==> src/rtl/start_fifo_srl_ctrl.sv <==
// SRL start-FIFO controller (occupancy, flags, read address); START_FIFO_SRL_CTRL_STATS_EN adds hwm/drop_cnt.
// Latency: shreg_we same cycle, flags/addr one edge later; backpressure via registered if_full_n/if_empty_n.
module start_fifo_srl_ctrl #(
  parameter int DEPTH      = 2,
  parameter int ADDR_WIDTH = 1,
  parameter int CNT_WIDTH  = 16
) (
  input  logic                  ap_clk,
  input  logic                  ap_rst_n,
  input  logic                  if_write_ce,
  input  logic                  if_write,
  output logic                  if_full_n,
  input  logic                  if_read_ce,
  input  logic                  if_read,
  output logic                  if_empty_n,
  output logic                  shreg_we,
  output logic [ADDR_WIDTH-1:0] shreg_addr,
  output logic [ADDR_WIDTH:0]   occupancy,
  output logic [ADDR_WIDTH:0]   hwm,
  output logic [CNT_WIDTH-1:0]  drop_cnt
);

  typedef enum logic [1:0] {
    S_EMPTY   = 2'd0,
    S_PARTIAL = 2'd1,
    S_FULL    = 2'd2
  } state_t;

  localparam logic [ADDR_WIDTH:0]   DEPTH_V  = (ADDR_WIDTH+1)'(DEPTH);
  localparam logic [ADDR_WIDTH:0]   OCC_ONE  = (ADDR_WIDTH+1)'(1);
  localparam logic [ADDR_WIDTH-1:0] ADDR_ONE = ADDR_WIDTH'(1);

  state_t                state_q;
  logic [ADDR_WIDTH:0]   occ_q;
  logic [ADDR_WIDTH-1:0] addr_q;
  logic                  empty_n_q;
  logic                  full_n_q;
  logic                  push;
  logic                  pop;

  // Qualify with the registered flags only; reset gating keeps the SRL quiet while held in reset.
  assign push = if_write & if_write_ce & full_n_q & ap_rst_n;
  assign pop  = if_read & if_read_ce & empty_n_q & ap_rst_n;

  always_ff @(posedge ap_clk or negedge ap_rst_n) begin
    if (!ap_rst_n) begin
      state_q   <= S_EMPTY;
      occ_q     <= '0;
      addr_q    <= '0;
      empty_n_q <= 1'b0;
      full_n_q  <= 1'b1;
    end else begin
      case (state_q)
        S_EMPTY: begin
          if (push) begin
            occ_q     <= OCC_ONE;
            addr_q    <= '0;
            empty_n_q <= 1'b1;
            if (DEPTH == 1) begin
              state_q  <= S_FULL;
              full_n_q <= 1'b0;
            end else begin
              state_q  <= S_PARTIAL;
              full_n_q <= 1'b1;
            end
          end
        end
        S_PARTIAL: begin
          if (push && !pop) begin
            occ_q  <= occ_q + OCC_ONE;
            addr_q <= occ_q[ADDR_WIDTH-1:0];
            if (occ_q + OCC_ONE == DEPTH_V) begin
              state_q  <= S_FULL;
              full_n_q <= 1'b0;
            end
          end else if (pop && !push) begin
            occ_q <= occ_q - OCC_ONE;
            if (occ_q == OCC_ONE) begin
              addr_q    <= '0;
              state_q   <= S_EMPTY;
              empty_n_q <= 1'b0;
            end else begin
              addr_q <= addr_q - ADDR_ONE;
            end
          end
          // Push together with pop: the shift slides the next-oldest entry under addr_q.
        end
        S_FULL: begin
          if (pop) begin
            occ_q    <= occ_q - OCC_ONE;
            full_n_q <= 1'b1;
            if (DEPTH == 1) begin
              addr_q    <= '0;
              state_q   <= S_EMPTY;
              empty_n_q <= 1'b0;
            end else begin
              addr_q  <= addr_q - ADDR_ONE;
              state_q <= S_PARTIAL;
            end
          end
        end
        default: begin
          state_q   <= S_EMPTY;
          occ_q     <= '0;
          addr_q    <= '0;
          empty_n_q <= 1'b0;
          full_n_q  <= 1'b1;
        end
      endcase
    end
  end

  assign shreg_we   = push;
  assign shreg_addr = addr_q;
  assign occupancy  = occ_q;
  assign if_empty_n = empty_n_q;
  assign if_full_n  = full_n_q;

`ifdef START_FIFO_SRL_CTRL_STATS_EN
  logic [ADDR_WIDTH:0]  hwm_q;
  logic [CNT_WIDTH-1:0] drop_q;
  logic                 reject;

  // Both sides rejected in one cycle still count once.
  assign reject = (if_write & if_write_ce & ~full_n_q) | (if_read & if_read_ce & ~empty_n_q);

  always_ff @(posedge ap_clk or negedge ap_rst_n) begin
    if (!ap_rst_n) begin
      hwm_q  <= '0;
      drop_q <= '0;
    end else begin
      if (push && !pop && occ_q >= hwm_q) begin
        hwm_q <= occ_q + OCC_ONE;
      end
      if (reject && drop_q != {CNT_WIDTH{1'b1}}) begin
        drop_q <= drop_q + CNT_WIDTH'(1);
      end
    end
  end

  assign hwm      = hwm_q;
  assign drop_cnt = drop_q;
`else
  assign hwm      = '0;
  assign drop_cnt = '0;
`endif

endmodule

==> config.mk <==
export PLATFORM = sky130hd
export DESIGN_NAME = start_fifo_srl_ctrl
export DESIGN_NICKNAME = d
export VERILOG_FILES = /design/src/rtl/start_fifo_srl_ctrl.sv
export SDC_FILE = /design/constraint.sdc
export NUM_CORES = 1
export LEC_CHECK = 0
export BUFFER_PORTS_ARGS = -buffer_cell sky130_fd_sc_hd__buf_2
export CAP_MARGIN = 25
export CELL_PAD_IN_SITES_DETAIL_PLACEMENT = 0
export CELL_PAD_IN_SITES_GLOBAL_PLACEMENT = 1
export CORE_ASPECT_RATIO = 0.8
export CORE_MARGIN = 4
export CORE_UTILIZATION = 37
export DETAILED_ROUTE_END_ITERATION = 10
export PLACE_DENSITY = 0.93
export SLEW_MARGIN = 20
export SYNTH_ARGS = -nofsm -noshare
export SYNTH_HDL_FRONTEND = slang
export SYNTH_SLANG_ARGS = --single-unit
export TNS_END_PERCENT = 5
==> constraint.sdc <==
create_clock -name ap_clk -period 5.3 [get_ports ap_clk]
set_clock_uncertainty 0.1 [all_clocks]
set_input_delay 0.795 -clock ap_clk [delete_from_list [all_inputs] [get_ports ap_clk]]
set_output_delay 0.795 -clock ap_clk [all_outputs]
set_load 0.05 [all_outputs]
==> results.tsv <==
metric	value	unit
status	completed	
clock_tree.root_cell	clkbuf_4	
ys_ff_latch	7	
syn_to_final_growth	4.51	%
drt_wl_total	1290	µm
core.rowCount	13	
dieWidth	57.4	µm
path_common_cell	buf_2	
fill_cells	170	
grt_pass1_vias	459	
cts_buffers	3	
yosysWarnings	0	
p_leak	0.405	nW
synth_top_cell_by_area	dfrtp_1	
drv_slew	0	
fin_nets	103	
h-tree-depth	1	
path_buf_inv	3	
die_h	47.5	µm
num_antenna_cells	0	
finalNonFillerCells	109	
ir_drop	0.000236	V
hold_buffers	0	
clock_sinks	7	
grt_pass1_wl	2130	µm
die-area	2730	µm²
yosysSeqAreaShare	0.244	
io_pins	30	
grtUsageTotal	0.108	
crit_path_start	ap_rst_n	
cts_tree	done	
critPathRequiredTime	4.41	ns
powerDensity	641	nW/µm²
core	1740	µm²
gp_congestion	0.878	
slowest_delay	0.27	ns
async_reset_ff_frac	1.00	
antenna_found_initial	0	
grt_max_degree	11	
wl_per_cell	11.8	µm
cts_max_path_buffers	2	
clk_pin_slew	0.06	ns
firstDrtPassIters	4	
crit_path_start_kind	input port	
postSynthCellCount	74	
synth_cell_types	27	
crit_chain	buf_2 -> nand4_2 -> inv_1 -> buf_2	
crit_family	buffers and inverters	
clock_latency	0.26	ns
vias	500	
synth-main-ff-cell	dfrtp_1	
route.antenna.remaining_nets	0	
start_util	0.415	
layout-drive-gt1-share	0.264	
area.sequential	176	µm²
avgSynthCellArea	9.76	µm²
portBuffers	11	
overflow	0	
cts_setup_buffers	0	
drv_cap	0	
synth_edf_count	0	
setup_viol	0	
yosys-top-cells-area	dfrtp_1 (21%), buf_4 (19%), ha_1 (16%)	
cp_max_fo	9	
rsz0062_at_grt	false	
slowest_stage	buf_2	
cts.repair.resized	0	
endpoint_kind	output pin	
timing.fmax	0.400	GHz
hold_violations	0	
multi_input_area	447	µm²
hpwl	1030	µm
crit_type	in2out	
synthesis.area	722	µm²
min_period_over_period	0.472	
setup_tns	0	ns
dp.cells	105	
yosys.area.top_type_share	0.208	
period_minus_slack	2.50	ns
viasPerCell	4.59	
reg2reg_from	if_full_n$_DFFE_PN1P_	
drtIter0Drc	10	
hold_class	in2async	
worstPathArrival	1.61	ns
drcViolationCount	0	
-- metrics by stage --
stage | util | hold WS, ns | power, mW | worst slack [ns] | area (µm²)
2_1_floorplan | - | 0.399 | 0.388 | 2.75 | 786
3_3_place_gp | 0.418 | 0.398 | 0.429 | 2.73 | 728
3_5_place_dp | 0.418 | 0.412 | 0.435 | 2.64 | 728
4_1_cts | 0.434 | 0.286 | 0.488 | 2.77 | 754
5_1_grt | 0.434 | 0.288 | 0.518 | 2.70 | 754
6_report | 0.434 | 0.284 | 0.483 | 2.80 | 754
-- path summary, 6_finish.rpt --
path	end	slack (ns)	cells after the start
worst max-delay path	shreg_we	2.80	4
worst min-delay path	occupancy[1]$_DFFE_PN0P_	0.28	1
worst max register to register	state_q[0]$_DFFE_PN0P_	3.20	7
worst min register to register	if_empty_n$_DFFE_PN0P_	0.41	2
max in group asynchronous	if_full_n$_DFFE_PN1P_	4.57	1
min in group ap_clk	if_empty_n$_DFFE_PN0P_	0.41	2
-- cells in the mapped netlist (2+ instances only) --
cell type and number:
buf_4 18, ha_1 9, dfrtp_1 6, inv_1 6
o21ai_0 4, mux2_4 3, nand2_1 3, nand2b_1 2
nand3b_1 2, nand4_2 2, nor2_1 2, nor2b_1 2
-- sequential cells by signal (all words and copies together) (netlist names) --
register and count:
occupancy 2, state_q 2, if_empty_n 1, if_full_n 1, shreg_addr 1
-- cell families (layout without fill, tap and decap cells) --
family / after synthesis / count (layout) / synth area share
simple gates: 14 / 14 / 0.128
fa+ha+maj: 9 / 9 / 0.156
buf+inv: 25 / 21 / 0.225
mux: 5 / 5 / 0.0918
flops: 7 / 7 / 0.244
other cells: 1 / 18 / 0.00519
compound gates: 13 / 13 / 0.149
-- routing by layer --
layer,vias up,part of all wire,global-route usage
li1,247,-,-
met1,225,0.44,0.140
met2,24,0.44,0.155
met3,4,0.089,0.0296
met4,0,0.027,0.0833
met5,-,0,0
-- cell type report --
class                   count  share of cell area
repair buffers             11              0.0730
clock buffers               4              0.0348
multi-input cells          59               0.592
inverters                   6              0.0299
well taps                  22              0.0365
flip-flops and latches      7               0.234
-- placed cells by master, fill, tap and decap left out --
master and n:
a31oi_1 1, conb_1 18, dfrtp_1 6, ha_1 9, dfstp_2 1, nand2_1 3, mux2_4 3, a21oi_4 1
nor4b_1 1, o21ai_0 4, a21oi_1 1, nand2b_1 2, clkbuf_4 3, mux2i_1 1, nor2b_1 2, nand4_2 2
nor2_1 2, nand3b_1 2, o21bai_1 1, clkbuf_1 1, a21oi_2 1, a22o_4 1, inv_1 6, buf_2 11
mux2_1 1, a21boi_0 1, a221oi_1 1, a221o_1 1
-- worst register-to-register path, delay by kind of cell, from the launching register on --
family | cells | cell delay [ns]
buffers and inverters | 1 | 0.14
DFF | 1 | 0.54
AOI/OAI and AO/OA | 2 | 0.27
and+or+nand+nor | 2 | 0.34
muxes | 1 | 0.33
adders and majority gates | 1 | 0.26
-- where the power goes --
part           total (mW)  leakage (nW)  internal [mW]  switching (mW)
Combinational       0.327         0.303          0.124           0.203
Sequential          0.107        0.0864         0.0812          0.0254
Clock              0.0502        0.0150         0.0288          0.0213
Note: power is estimated with default switching activity, not from simulation.
